File: src/rtl/div_pkg.sv
// Shared definitions for the sequential divider: FSM states and a
// two's-complement negation helper used for operand magnitudes and
// for re-applying result signs.
package div_pkg;

    typedef enum logic [1:0] {
        IDLE = 2'd0,
        CALC = 2'd1,
        FIX  = 2'd2
    } state_t;

    // Helper operates on a wide container; callers zero/sign-extend their
    // WIDTH-bit values into it and take the low bits back out.
    localparam int MAXW = 128;

    function automatic logic [MAXW-1:0] cond_negate(input logic [MAXW-1:0] v,
                                                    input logic            neg);
        return neg ? ((~v) + MAXW'(1)) : v;
    endfunction

endpackage

File: src/rtl/div_step.sv
// One restoring-division step: shift the next dividend bit into the
// partial remainder, then subtract the divisor magnitude if it fits.
module div_step #(
    parameter int WIDTH = 8
) (
    input  logic [WIDTH:0]   p_in,
    input  logic             bit_in,
    input  logic [WIDTH-1:0] d,
    output logic [WIDTH:0]   p_out,
    output logic             q_bit
);

    logic [WIDTH:0] shifted;
    logic [WIDTH:0] d_ext;
    logic           unused_msb;

    // The incoming remainder is always below the divisor, so its top bit
    // is zero and only the low WIDTH bits take part in the shift.
    assign unused_msb = p_in[WIDTH];

    // Compare-and-subtract producing the new remainder and one quotient bit.
    always_comb begin
        shifted = {p_in[WIDTH-1:0], bit_in};
        d_ext   = {1'b0, d};
        p_out   = shifted;
        q_bit   = 1'b0;
        if (shifted >= d_ext) begin
            p_out = shifted - d_ext;
            q_bit = 1'b1;
        end
    end

endmodule

File: src/rtl/div_engine.sv
// Multi-cycle WIDTH-bit integer divider, unsigned or signed per request.
// Operands are latched on an accepted start; one quotient bit is produced
// per clock, then a single fix-up cycle applies signs and publishes the
// result with a one-cycle done pulse. WIDTH must be at least 2.
module div_engine
    import div_pkg::*;
#(
    parameter int WIDTH = 8
) (
    input  logic             clk,
    input  logic             rst,
    input  logic             start,
    input  logic             signed_mode,
    input  logic [WIDTH-1:0] N,
    input  logic [WIDTH-1:0] D,
    output logic             busy,
    output logic             done,
    output logic [WIDTH-1:0] Q,
    output logic [WIDTH-1:0] R,
    output logic             div_by_zero,
    output logic             overflow
);

    localparam int              CW      = $clog2(WIDTH);
    localparam logic [CW-1:0]   LAST    = CW'(WIDTH - 1);
    localparam logic [WIDTH-1:0] MIN_VAL = {1'b1, {(WIDTH-1){1'b0}}};

    state_t           state;
    state_t           state_next;

    logic [CW-1:0]    count;
    logic [WIDTH:0]   prem;
    logic [WIDTH:0]   prem_next;
    logic [WIDTH-1:0] shreg;
    logic [WIDTH-1:0] dmag;
    logic [WIDTH-1:0] nraw;
    logic             qneg;
    logic             rneg;
    logic             dzero;
    logic             ovfpend;
    logic             qbit;

    logic             accept;
    logic             step_en;
    logic             finish;

    logic             n_sign;
    logic             d_sign;
    logic [MAXW-1:0]  n_abs;
    logic [MAXW-1:0]  d_abs;
    logic [MAXW-1:0]  q_fix;
    logic [MAXW-1:0]  r_fix;
    logic             unused_bits;

    // Operand magnitudes: negative signed values are negated in a wide
    // container so that |MIN| is representable before truncation.
    assign n_sign = signed_mode & N[WIDTH-1];
    assign d_sign = signed_mode & D[WIDTH-1];
    assign n_abs  = cond_negate({{(MAXW-WIDTH){n_sign}}, N}, n_sign);
    assign d_abs  = cond_negate({{(MAXW-WIDTH){d_sign}}, D}, d_sign);

    // Sign re-application on the finished magnitudes; MIN / -1 wraps to
    // MIN naturally because the positive magnitude truncates to MIN.
    assign q_fix  = cond_negate({{(MAXW-WIDTH){1'b0}}, shreg}, qneg);
    assign r_fix  = cond_negate({{(MAXW-WIDTH){1'b0}}, prem[WIDTH-1:0]}, rneg);

    assign unused_bits = ^{n_abs[MAXW-1:WIDTH], d_abs[MAXW-1:WIDTH],
                           q_fix[MAXW-1:WIDTH], r_fix[MAXW-1:WIDTH]};

    assign busy = (state != IDLE);

    div_step #(
        .WIDTH (WIDTH)
    ) u_step (
        .p_in   (prem),
        .bit_in (shreg[WIDTH-1]),
        .d      (dmag),
        .p_out  (prem_next),
        .q_bit  (qbit)
    );

    // State register.
    always_ff @(posedge clk) begin
        if (rst) begin
            state <= IDLE;
        end else begin
            state <= state_next;
        end
    end

    // Next-state decode and datapath control strobes.
    always_comb begin
        state_next = state;
        accept     = 1'b0;
        step_en    = 1'b0;
        finish     = 1'b0;
        case (state)
            IDLE: begin
                if (start) begin
                    accept     = 1'b1;
                    state_next = (D == '0) ? FIX : CALC;
                end
            end
            CALC: begin
                step_en = 1'b1;
                if (count == LAST) begin
                    state_next = FIX;
                end
            end
            FIX: begin
                finish     = 1'b1;
                state_next = IDLE;
            end
            default: begin
                state_next = IDLE;
            end
        endcase
    end

    // Operand latch and iteration: the dividend register shifts out
    // dividend bits at the top while quotient bits shift in at the bottom.
    always_ff @(posedge clk) begin
        if (rst) begin
            count   <= '0;
            prem    <= '0;
            shreg   <= '0;
            dmag    <= '0;
            nraw    <= '0;
            qneg    <= 1'b0;
            rneg    <= 1'b0;
            dzero   <= 1'b0;
            ovfpend <= 1'b0;
        end else if (accept) begin
            count   <= '0;
            prem    <= '0;
            shreg   <= n_abs[WIDTH-1:0];
            dmag    <= d_abs[WIDTH-1:0];
            nraw    <= N;
            qneg    <= n_sign ^ d_sign;
            rneg    <= n_sign;
            dzero   <= (D == '0);
            ovfpend <= signed_mode && (N == MIN_VAL) && (D == '1);
        end else if (step_en) begin
            count   <= count + CW'(1);
            prem    <= prem_next;
            shreg   <= {shreg[WIDTH-2:0], qbit};
        end
    end

    // Result registers, updated only in the fix-up cycle, plus done pulse.
    always_ff @(posedge clk) begin
        if (rst) begin
            Q           <= '0;
            R           <= '0;
            div_by_zero <= 1'b0;
            overflow    <= 1'b0;
            done        <= 1'b0;
        end else begin
            done <= finish;
            if (finish) begin
                if (dzero) begin
                    Q           <= '1;
                    R           <= nraw;
                    div_by_zero <= 1'b1;
                    overflow    <= 1'b0;
                end else begin
                    Q           <= q_fix[WIDTH-1:0];
                    R           <= r_fix[WIDTH-1:0];
                    div_by_zero <= 1'b0;
                    overflow    <= ovfpend;
                end
            end
        end
    end

endmodule

File: config.mk
export PLATFORM = sky130hd
export DESIGN_NAME = div_engine
export DESIGN_NICKNAME = d
export VERILOG_FILES = /design/src/rtl/div_pkg.sv /design/src/rtl/div_step.sv /design/src/rtl/div_engine.sv
export SDC_FILE = /design/constraint.sdc
export NUM_CORES = 1
export LEC_CHECK = 0
export ABC_AREA = 1
export CAP_MARGIN = 20
export CORE_AREA = 2 2 116 118
export CTS_CLUSTER_DIAMETER = 30
export DETAILED_ROUTE_END_ITERATION = 16
export DIE_AREA = 0 0 118 120
export GPL_TIMING_DRIVEN = 0
export PLACE_DENSITY = 0.58
export SYNTH_ARGS = -nofsm -noshare
export SYNTH_HDL_FRONTEND = slang
export SYNTH_HIERARCHICAL = 1
export SYNTH_SLANG_ARGS = --single-unit
File: constraint.sdc
create_clock -name clk -period 2.2 [get_ports clk]
set_input_delay 0.33 -clock clk [delete_from_list [all_inputs] [get_ports clk]]
set_output_delay 0.33 -clock clk [all_outputs]
set_load 0.02 [all_outputs]
== After elaboration in Yosys (flattened, before gate mapping) ==
Cells that the tools add are included.

* Output and inout port bits: 20
* Flip-flop bits (word level): 60
* Input bits: 20

* $add $sub $neg: 6
* Mux-type cells: 20
* Magnitude comparators: 1
* Reduce and logical (&&, ||, !) cells: 8
* Bitwise operators: 7
* Equal/unequal tests: 7

{| class="wikitable"
|+ Operator list
! operator !! count
|-
| $mux 8 || 9
|-
| $add 8x1->8 const B || 4
|-
| $not 8->8 || 4
|-
| $eq 8x8->1 const B || 2
|-
| $ge 9x8->1 || 1
|-
| $logic_not 8->1 || 1
|-
| $sub 8x8->8 || 1
|-
| $mux 1 || 7
|-
| $mux 2 || 3
|-
| $ne 2x2->1 const B || 2
|-
| $pmux 2 s2 || 1
|-
| $reduce_bool 2->1 || 2
|-
| $add 3x1->3 const B || 1
|-
| $eq 3x3->1 const B || 1
|-
| $and 1x1->1 || 2
|-
| $eq 2x1->1 const B || 1
|-
| $eq 2x2->1 const B || 1
|-
| $logic_and 1x1->1 || 2
|-
| $logic_not 2->1 || 1
|-
| $reduce_and 2->1 || 1
|-
| $reduce_or 2->1 || 1
|-
| $xor 1x1->1 || 1
|}

== Logic depth before layout (Yosys ltp) ==
* Word-level depth: 4
* Mapped depth: 14
* Depth with buffers taken out: 14

== Cells and area by module ==
Netlist, hierarchy kept.

{| class="wikitable"
|+ Modules (own cells, without submodules)
! module !! times used !! area each (µm²) !! seq. area each (µm²) !! cells each
|-
| div_engine || 1 || 3115.5 || 1221.2 || 444
|-
| div_step || 1 || 700.7 || 0.0 || 131
|}

== Least setup slack after synthesis ==
No wires, ideal clock.

* Path kind: reg-to-reg
* From: register shreg[7]
* To: register prem[8] (netlist name)
* Cell stages (with the launch flop): 15
* Period minus slack after synthesis: 1693 ps
* Data arrival time: 1624 ps
* Setup slack: 507 ps
* Required time: 2130 ps
* Buffers on the path: 0
* Library setup time: 70 ps
* Cell sequence: dfxtp_1 inv_1 ha_1 fa_1 inv_1 nand2_1 nand2_1 nand2_1 nand2_1 nand2_1 nand2_1 nand2_1 inv_1 nand2_1 a21oi_1

{| class="wikitable"
|+ RTL lines
! item !! line !! text
|-
| from (decl) || div_engine.sv:34 || <nowiki>logic [WIDTH-1:0] shreg;</nowiki>
|-
| from (signal assigned) || div_engine.sv:136 || <nowiki>shreg <= n_abs[WIDTH-1:0];</nowiki>
|-
| from (signal assigned) || div_engine.sv:146 || <nowiki>shreg <= {shreg[WIDTH-2:0], qbit};</nowiki>
|}

== Worst setup path after layout ==
* From: register prem[5]
* To: register prem[7]

* Word-level cells in the longest chain between the ends: 2
* Elaborated cells on any way between the ends: 3

{| class="wikitable"
|+ RTL lines
! item !! line !! text
|-
| from (decl) || div_engine.sv:32 || <nowiki>logic [WIDTH:0] prem;</nowiki>
|-
| from (signal assigned) || div_engine.sv:145 || <nowiki>prem <= prem_next;</nowiki>
|-
| $sub 8x8->8 or $ge 9x8->1 (tied branches) || div_step.sv:28, div_step.sv:27 ||
|-
| $mux 8 (*) || div_step.sv:27 || <nowiki>if (shifted >= d_ext) begin</nowiki>
|-
| named net prem_next[7] || div_engine.sv:33 || <nowiki>logic [WIDTH:0] prem_next;</nowiki>
|}

The timed path passes the listed nets; every way through them passes the cells marked *.
A chain may end at the register's enable or synchronous reset.

==> flow_summary.ini <==
[finish]
n_antenna_cell = 0
finalNetCount = 645
layout-drive-gt1-share_pct = 10.4
fin_cells = 790
nFillCells = 1351
syn2layout_area_growth_pct = 24.6

[worst_setup_path]
crit_fanout = 9
criticalPathCategory = reg2reg
cp-end-kind = flip-flop
cpPeakStageDelay_ns = 0.48
reg2reg_to = prem[7]
required_ns = 2.41
worstSetupStartpointType = flip-flop
ff2ff_setup_slack_ns = 0.28
cp_slowest_cell = dfxtp_1
path_buf_inv = 0
arrival_ns = 2.13
cp_common_cell = nand2_1
setup.worst_path.start = prem[5]
cp_top_family = simple AND/OR/NAND/NOR gates
reg2reg_depth = 9
reg2reg_from = prem[5]
path_cells = ha_1 > nand2_1 > nand2_1 > a21oi_4 > nand4_4 > nand2_1 > nand2_1 > nand2_1 > a21oi_1

[clock_network]
clkSinkCount = 60
clk_pin_slew_ns = 0.06
numCtsBuffers = 9
cts_resized = 0
cts_setup_buffers = 0
cts_tree = done
insertion_delay_ns = 0.32
cts_root_buf = clkbuf_16
clk_path_buf_depth = 2
htreeDepth = 3
cts_hold_buf = 0

[power]
power.density_nw_per_um2 = 789
ir_drop_uv = 407
p_leak_nw = 2.05

[placed_design]
routabilityCongestion = 0.934
post-place-cells = 774
dpl.hpwl_mm = 8.03
dp_worst_setup_slack_ns = 0.224
io_buffers = 38

[synthesis]
syn_nets = 596
syn_area_per_cell_sq_um = 6.68
netlist_area_sq_um = 3740
yosys_warnings = 6
synth_cells = 560

[sta]
setup_viol = 0
skew_ns = 0.00738
fmax_mhz = 521
max_slew_margin_pct = 65.2
slew_violations = 0
period_needed_ns = 1.92
hold_viol = 0
rsz0062_at_grt = false
min_period_over_period_pct = 87.3
fin_ws_ns = 0.279
tightest_slew_ns = 0.522
tns_ns = 0

[die]
fp.coreArea_sq_um = 13000
die_h_um = 120
initial_core_util_pct = 28.8
fp.dieW_um = 118
die_area_sq_um = 14200
rows = 42
io_pins = 40

[global_route]
overflow = 0
grt_pass1_wl_mm = 16.4
first_global_vias = 3376
antenna_found_initial = 0
grt_max_degree = 12
grt_util_all_layers_pct = 14.4

[drt]
route.detailed.drc = 0
wl_per_cell_um = 12.6
drt-total-wl_mm = 9.98
num_vias = 3671
drt-initial-drc-count = 198
vias_per_cell = 4.65
ant_nets = 0
first_pass_iters = 8

[hold_path]
holdPathEnd = shreg[4]
hold_depth = 4
hp-class = in2reg
hold_start = rst

[outcome]
outcome = complete, no violations

[flow_run]
cap_viol_max_count = 0
-- worst max-delay path by stage --
stage,to,slack (ns),cells past startpoint
final,prem[7],0.28,9
after global routing,prem[3],0.1,9
after CTS,prem[7],0.27,9
after detailed placement,state[0],0.22,8
after global placement,state[0],0.26,8
after floorplan,prem[4],0.56,11
-- area by class of cell --
type | count | area (sq um) | area share [%]
buffer | 14 | 105 | 2.26
clock buffer | 10 | 229 | 4.92
clock inverter | 6 | 88.8 | 1.91
inverter | 93 | 352 | 7.55
multi-input combinational | 393 | 2080 | 44.7
sequential | 60 | 1200 | 25.8
tap | 176 | 220 | 4.73
timing repair buffer | 38 | 380 | 8.17
-- worst register-to-register path, delay by kind of cell (launching register included) --
kind	cells	cell delay, ns
and+or+nand+nor	6	0.65
adders and majority gates	1	0.34
DFF	1	0.48
AOI/OAI and AO/OA	2	0.35
-- where the power goes --
group | total, mW | switching (mW) | internal [mW]
Sequential | 1.23 | 0.0735 | 1.16
Combinational | 0.949 | 0.597 | 0.352
Clock | 1.50 | 0.505 | 0.991
-- metal layers --
| metal | routed length [um] | vias up | global-route usage, % |
|---|---|---|---|
| li1 | - | 1911 | - |
| met1 | 5070 | 1657 | 20.0 |
| met2 | 4330 | 93 | 22.4 |
| met3 | 441 | 10 | 2.76 |
| met4 | 136 | 0 | 4.52 |
| met5 | 0 | - | 0 |
-- sequential cells by signal, summed over array words and instances (netlist names) --
signal and cells:
qneg 1, state 2, shreg 8, prem 8, ovfpend 1, dzero 1
R 8, nraw 8, rneg 1, overflow 1, div_by_zero 1, done 1
Q 8, dmag 8, count 3
-- cells in the final DEF, fill, tap and decap left out, drive strengths merged, types with 3 or more instances in the layout --
cell and instances:
clkinv 4, nand4 19, clkbuf 13, nor3 6
xor2 4, nand2 165, ha 15, a21oi 37
inv 91, clkdlybuf4s50 38, dfxtp 60, buf 11
nand3 42, a31oi 7, o21ai 41, nor2 44
a211oi 3
-- per-stage QoR --
stage	hold slack [ns]	total power [mW]	utilization [%]	cell area, sq um
finish	0.426	3.68	35.9	4660
global placement	0.448	2.19	33.4	4340
global route	0.450	3.89	35.9	4660
CTS	0.424	3.69	35.9	4660
floorplan	0.426	1.95	-	3740
detailed placement	0.445	2.20	33.4	4340
Power figures use the tool's default switching activity.
